$ cat src/rtl/uart_rx_fifo.sv
// uart_rx_fifo
// Receives asynchronous serial frames (start, DATA_BITS data bits LSB first,
// optional parity, one or two stop bits) and queues good words in a small
// first-word-fall-through FIFO. Bad words are dropped and flagged through
// sticky error outputs.
//
// Ports:
//   clock_i          sole clock, rising edge
//   reset_n_i        synchronous active-low reset
//   serial_i         asynchronous serial line, idle high
//   clock_divider_i  clocks per bit period (values below 2 act as 2)
//   parity_bit_i     1 = a parity bit follows the data bits
//   parity_even_i    1 = even parity, 0 = odd parity
//   two_stop_i       1 = two stop bits are checked
//   read_i           pop the head word (ignored while empty)
//   clear_errors_i   clear the sticky error flags
//   data_o           head word, 0 while empty
//   valid_o          FIFO not empty
//   fill_o           FIFO occupancy
//   parity_error_o   sticky: word dropped for bad parity
//   framing_error_o  sticky: word dropped for a low stop bit
//   overrun_o        sticky: word dropped because the FIFO was full
module uart_rx_fifo #(
  parameter int DATA_BITS     = 8,
  parameter int FIFO_DEPTH    = 4,
  parameter int DIVIDER_WIDTH = 16
) (
  input  logic                          clock_i,
  input  logic                          reset_n_i,
  input  logic                          serial_i,
  input  logic [DIVIDER_WIDTH-1:0]      clock_divider_i,
  input  logic                          parity_bit_i,
  input  logic                          parity_even_i,
  input  logic                          two_stop_i,
  input  logic                          read_i,
  input  logic                          clear_errors_i,
  output logic [DATA_BITS-1:0]          data_o,
  output logic                          valid_o,
  output logic [$clog2(FIFO_DEPTH):0]   fill_o,
  output logic                          parity_error_o,
  output logic                          framing_error_o,
  output logic                          overrun_o
);

  localparam int ADDR_W = $clog2(FIFO_DEPTH);
  localparam int BIT_W  = $clog2(DATA_BITS);
  localparam logic [BIT_W-1:0]  LAST_BIT = BIT_W'(DATA_BITS - 1);
  localparam logic [ADDR_W:0]   FULL_CNT = (ADDR_W + 1)'(FIFO_DEPTH);

  localparam logic [2:0] IDLE   = 3'd0;
  localparam logic [2:0] START  = 3'd1;
  localparam logic [2:0] DATA   = 3'd2;
  localparam logic [2:0] PARITY = 3'd3;
  localparam logic [2:0] STOP1  = 3'd4;
  localparam logic [2:0] STOP2  = 3'd5;

  // Synchroniser and edge-detect copy; all idle high.
  logic sync_q, rx_s, rx_d;

  logic [2:0]               state;
  logic [DIVIDER_WIDTH-1:0] cnt;
  logic [DIVIDER_WIDTH-1:0] div_q;
  logic [BIT_W-1:0]         bit_cnt;
  logic [DATA_BITS-1:0]     shift_q;
  logic                     par_en_q, par_even_q, two_stop_q;
  logic                     par_q, stop1_ok_q;

  // Frame outcome, registered so the FIFO and flags react one clock after
  // the final stop sample.
  logic                     push_q, par_evt_q, frm_evt_q;
  logic [DATA_BITS-1:0]     push_word_q;

  logic [DATA_BITS-1:0]     mem [FIFO_DEPTH];
  logic [ADDR_W-1:0]        wr_ptr, rd_ptr;
  logic [ADDR_W:0]          count;

  logic [DIVIDER_WIDTH-1:0] div_in;
  logic start_edge, bit_tick, frame_end, stop_ok, parity_bad;
  logic full, pop, do_push, overrun_evt;

  assign div_in     = (clock_divider_i < DIVIDER_WIDTH'(2)) ? DIVIDER_WIDTH'(2) : clock_divider_i;
  assign start_edge = rx_d && !rx_s;
  assign bit_tick   = (cnt == '0);
  assign frame_end  = bit_tick && ((state == STOP1 && !two_stop_q) || state == STOP2);
  // In STOP2 the first stop bit was stored; in STOP1 only the current sample counts.
  assign stop_ok    = rx_s && (state == STOP1 || stop1_ok_q);
  // Data XOR parity must be 0 for even and 1 for odd, so it is bad when it equals par_even.
  assign parity_bad = par_en_q && ((^shift_q ^ par_q) == par_even_q);

  // NOTE: all sequential state uses non-blocking assignments so every flop
  // samples the pre-edge value of its neighbours, exactly like hardware.
  always_ff @(posedge clock_i) begin
    if (!reset_n_i) begin
      sync_q <= 1'b1;
      rx_s   <= 1'b1;
      rx_d   <= 1'b1;
    end else begin
      sync_q <= serial_i;
      rx_s   <= sync_q;
      rx_d   <= rx_s;
    end
  end

  always_ff @(posedge clock_i) begin
    if (!reset_n_i) begin
      state       <= IDLE;
      cnt         <= '0;
      div_q       <= DIVIDER_WIDTH'(2);
      bit_cnt     <= '0;
      shift_q     <= '0;
      par_en_q    <= 1'b0;
      par_even_q  <= 1'b0;
      two_stop_q  <= 1'b0;
      par_q       <= 1'b0;
      stop1_ok_q  <= 1'b0;
      push_q      <= 1'b0;
      par_evt_q   <= 1'b0;
      frm_evt_q   <= 1'b0;
      push_word_q <= '0;
    end else begin
      push_q    <= 1'b0;
      par_evt_q <= 1'b0;
      frm_evt_q <= 1'b0;
      if (state == IDLE) begin
        if (start_edge) begin
          // Frame settings are frozen here; later input changes wait for the next frame.
          div_q      <= div_in;
          cnt        <= (div_in >> 1) - 1'b1;
          par_en_q   <= parity_bit_i;
          par_even_q <= parity_even_i;
          two_stop_q <= two_stop_i;
          bit_cnt    <= '0;
          state      <= START;
        end
      end else begin
        cnt <= bit_tick ? div_q - 1'b1 : cnt - 1'b1;
        if (bit_tick) begin
          case (state)
            START:  state <= rx_s ? IDLE : DATA;   // high at mid-start: noise
            DATA: begin
              shift_q <= {rx_s, shift_q[DATA_BITS-1:1]};
              bit_cnt <= bit_cnt + 1'b1;
              if (bit_cnt == LAST_BIT) state <= par_en_q ? PARITY : STOP1;
            end
            PARITY: begin
              par_q <= rx_s;
              state <= STOP1;
            end
            STOP1: begin
              stop1_ok_q <= rx_s;
              state      <= two_stop_q ? STOP2 : IDLE;
            end
            default: state <= IDLE;
          endcase
        end
      end
      if (frame_end) begin
        push_word_q <= shift_q;
        if (!stop_ok)        frm_evt_q <= 1'b1;
        else if (parity_bad) par_evt_q <= 1'b1;
        else                 push_q    <= 1'b1;
      end
    end
  end

  assign full        = (count == FULL_CNT);
  assign pop         = read_i && (count != '0);
  assign do_push     = push_q && (!full || pop);
  assign overrun_evt = push_q && full && !pop;

  // NOTE: the storage array has no reset; stale entries are never visible
  // because data_o is forced to 0 whenever the FIFO is empty.
  always_ff @(posedge clock_i) begin
    if (do_push && reset_n_i) mem[wr_ptr] <= push_word_q;
  end

  always_ff @(posedge clock_i) begin
    if (!reset_n_i) begin
      wr_ptr          <= '0;
      rd_ptr          <= '0;
      count           <= '0;
      parity_error_o  <= 1'b0;
      framing_error_o <= 1'b0;
      overrun_o       <= 1'b0;
    end else begin
      if (do_push) wr_ptr <= wr_ptr + 1'b1;
      if (pop)     rd_ptr <= rd_ptr + 1'b1;
      case ({do_push, pop})
        2'b10:   count <= count + 1'b1;
        2'b01:   count <= count - 1'b1;
        default: count <= count;
      endcase
      // A new error event outranks a simultaneous clear.
      if (par_evt_q)           parity_error_o  <= 1'b1;
      else if (clear_errors_i) parity_error_o  <= 1'b0;
      if (frm_evt_q)           framing_error_o <= 1'b1;
      else if (clear_errors_i) framing_error_o <= 1'b0;
      if (overrun_evt)         overrun_o       <= 1'b1;
      else if (clear_errors_i) overrun_o       <= 1'b0;
    end
  end

  assign valid_o = (count != '0);
  assign fill_o  = count;
  assign data_o  = valid_o ? mem[rd_ptr] : '0;

endmodule

$ cat config.mk
export PLATFORM = sky130hd
export DESIGN_NAME = uart_rx_fifo
export DESIGN_NICKNAME = d
export VERILOG_FILES = /design/src/rtl/uart_rx_fifo.sv
export SDC_FILE = /design/constraint.sdc
export NUM_CORES = 1
export LEC_CHECK = 0
export CELL_PAD_IN_SITES_DETAIL_PLACEMENT = 1
export CELL_PAD_IN_SITES_GLOBAL_PLACEMENT = 1
export CORE_MARGIN = 3
export CORE_UTILIZATION = 53
export DETAILED_ROUTE_END_ITERATION = 8
export DONT_BUFFER_PORTS = 1
export GPL_TIMING_DRIVEN = 0
export PLACE_DENSITY_LB_ADDON = 0.2
export REMOVE_ABC_BUFFERS = 1
export SLEW_MARGIN = 15
export SYNTH_ARGS = -nofsm -noshare
export SYNTH_HDL_FRONTEND = slang
export SYNTH_SLANG_ARGS = --single-unit
export TNS_END_PERCENT = 50
$ cat constraint.sdc
create_clock -name clock_i -period 6.19 [get_ports clock_i]
set_input_delay 0.619 -clock clock_i [delete_from_list [all_inputs] [get_ports clock_i]]
set_output_delay 0.619 -clock clock_i [all_outputs]
set_load 0.05 [all_outputs]
==> impl_metrics.py <==
metrics = {
    "setup_path": {
        "cpMaxStageDelayCell": "dfxtp_1",
        "path_class": "flop to flop",
        "crit_path_max_incr_delay_ps": 820,
        "arrival_ps": 3600,
        "crit_start": "fill_o[0]",
        "worstPathBufferInverterCount": 0,
        "worstPathRequired_ps": 6460,
        "worstReg2RegStart": "fill_o[0]",
        "reg2reg_depth": 7,
        "crit_family": "simple AND/OR/NAND/NOR gates",
        "crit_path_max_fanout": 11,
        "start_kind": "flop",
        "path_depth": 7,
        "crit_chain": "or3_1 -> nand2_1 -> or2_2 -> fa_1 -> a211oi_1 -> o21ai_0 -> a221oi_1",
        "end_kind": "flop",
    },
    "floorplanning": {
        "start_util": 0.548,
        "dieArea_mm2": 0.0109,
        "io_pins": 39,
        "std_cell_rows": 35,
        "dieHeight_um": 104,
        "core-area_mm2": 0.00933,
        "die_x_um": 104,
    },
    "cts": {
        "insertion_delay_ps": 360,
        "cts_resized": 0,
        "cts_setup_buffers": 0,
        "cts_buffers": 9,
        "cts_sinks": 109,
        "cts_tree": "yes",
        "cts_max_path_buffers": 2,
        "clkTransAtPathRegs_ps": 100,
        "root_buffer": "clkbuf_8",
        "postCtsHoldBufs": 0,
        "h-tree-depth": 3,
    },
    "cells_and_area": {
        "seqCellArea_mm2": 0.00250,
        "fin_nets": 540,
        "fillers": 1062,
        "diodes": 0,
        "design_area_mm2": 0.00536,
        "layout_common_cells": "dfxtp_1 (77), nand2_1 (68), a21oi_1 (50), nor2_1 (49), edfxtp_1 (32)",
        "area_delta_synth_final_pct": 4.77,
        "mostFrequentLayoutCell": "dfxtp_1",
        "drive_above_1_share": 0.0936,
        "multiInputGateArea_mm2": 0.00242,
    },
    "timing": {
        "finalSetupViolations": 0,
        "finalCritPeriodShare": 0.538,
        "final_hold_viol_count": 0,
        "tightest_slew_ps": 975,
        "slew_headroom": 0.349,
        "setup_slack_ps": 2860,
        "fmax_mhz": 300,
        "rsz0062_at_grt": "false",
        "slew_violations": 0,
        "finClkSkew_ps": 9.60,
        "min_period_ps": 3330,
        "hold_slack_ps": 334,
        "tns_ps": 0,
    },
    "routing": {
        "viasPerCell": 5.93,
        "wl_per_cell_um": 20.1,
        "via_count": 3807,
        "drtPass1Iterations": 5,
        "drtIter0Drc": 277,
        "ant_nets": 0,
        "finalWirelength_mm": 12.9,
        "drc": 0,
    },
    "power": {
        "ir_worst_vdd_v": 0.000156,
        "p_total_mw": 1.33,
        "p_per_area_mw_per_mm2": 249,
        "leakagePower_nw": 1.85,
    },
    "logic_synthesis": {
        "syn_inst": 524,
        "avgSynthCellArea_um2": 9.76,
        "ys_seq_area_frac": 0.489,
        "ys_ff_latch": 109,
        "synthArstFlopShare": 0,
        "synth_area_mm2": 0.00511,
        "synth_cell_types": 60,
        "synth_edf_count": 32,
        "yosysWarnings": 0,
        "synthFlopType": "dfxtp_1",
    },
    "global_routing": {
        "grt_first_pass_wirelength_mm": 21.3,
        "grt_max_degree": 42,
        "track_usage": 0.248,
        "grt_pass1_vias": 3923,
        "grt_overflow": 0,
        "antenna_found_initial": 0,
    },
    "placed_design": {
        "dp_hpwl_mm": 9.30,
        "pre_cts_ws_ps": 2640,
        "place.gp.congestion": 0.875,
        "dpl-instance-area_mm2": 0.00517,
        "io_buffers": 0,
    },
    "hold_path": {
        "hp-start": "reset_n_i",
        "hp-class": "primary input to flop",
        "holdPathStages": 1,
    },
    "run_status": {
        "status": "finished clean",
    },
    "run": {
        "maxCapViolations": 0,
    },
}
[final cells by class]
type	instances	area share
flip-flops and latches	109	0.467
multi-input cells	372	0.452
well taps	129	0.0301
clock buffers	10	0.0238
inverters	13	0.00934
clock inverters	6	0.00864
repair buffers	3	0.00864
[power by group]
| group | switching [mW] | total (mW) | internal, mW |
|---|---|---|---|
| clock | 0.249 | 0.400 | 0.151 |
| combinational | 0.111 | 0.164 | 0.0532 |
| sequential | 0.0200 | 0.768 | 0.748 |
[routing by layer]
metal	GRT usage	share of wire
met5	0	0
met3	0.0534	0.059
met1	0.324	0.43
met4	0.0484	0.010
met2	0.427	0.50
[cells in the mapped netlist (3+ instances only)]
library cell	number	area, µm²
a211oi_1	7	52.6
a21oi_1	50	250
and2_1	10	62.6
buf_6	3	33.8
clkbuf_1	24	90.1
dfxtp_1	77	1540
edfxtp_1	32	961
ha_1	7	87.6
inv_1	12	45.0
mux2i_1	20	200
mux4_2	8	180
nand2_1	68	255
nand2b_1	10	62.6
nand3_1	19	95.1
nand3b_1	3	22.5
nand4_1	6	37.5
nor2_1	50	188
nor3_1	9	45.0
nor4_1	3	18.8
nor4_4	3	63.8
o211ai_1	6	45.0
o21ai_0	21	105
o21ai_1	3	15.0
or2_2	4	25.0
or3_1	4	25.0
xnor2_1	12	105
xor2_1	12	105
[per-stage QoR]
step / utilization / instances
2_1_floorplan: - / 494
3_3_place_gp: 0.550 / 623
3_5_place_dp: 0.554 / 625
4_1_cts: 0.573 / 641
5_1_grt: 0.574 / 642
6_report: 0.574 / 642
[worst reg2reg max path: stages (launching register included)]
cell,delay (ps)
dfxtp_1,820
or3_1,740
nand2_1,240
or2_2,360
fa_1,480
a211oi_1,170
o21ai_0,120
a221oi_1,310
[sequential cells by signal (all words and copies together) (netlist names), 2 cells and up, named ones only]
name	cells
push_word_q	8
cnt	16
rd_ptr	2
mem	32
shift_q	8
wr_ptr	2
bit_cnt	3
state	3
fill_o	3
div_q	16
[cell families (layout without fill, tap and decap cells)]
kind of cell	count (synthesis)	after routing	synth area share
buffers and inverters	43	32	0.0372
AOI/OAI and AO/OA	112	112	0.138
DFF	109	109	0.489
and+or+nand+nor	199	199	0.196
adders and majority gates	8	8	0.0210
muxes	29	29	0.0766
xor gates and xnor gates	24	24	0.0411
[path summary, 6_finish.rpt]
path                            slack [ps]         to
worst max register to register        2860  fill_o[1]
worst max-delay path                  2860  fill_o[1]
worst min-delay path                   330       rx_d
worst min register to register         450       rx_s
(Power assumes the default switching activity.)
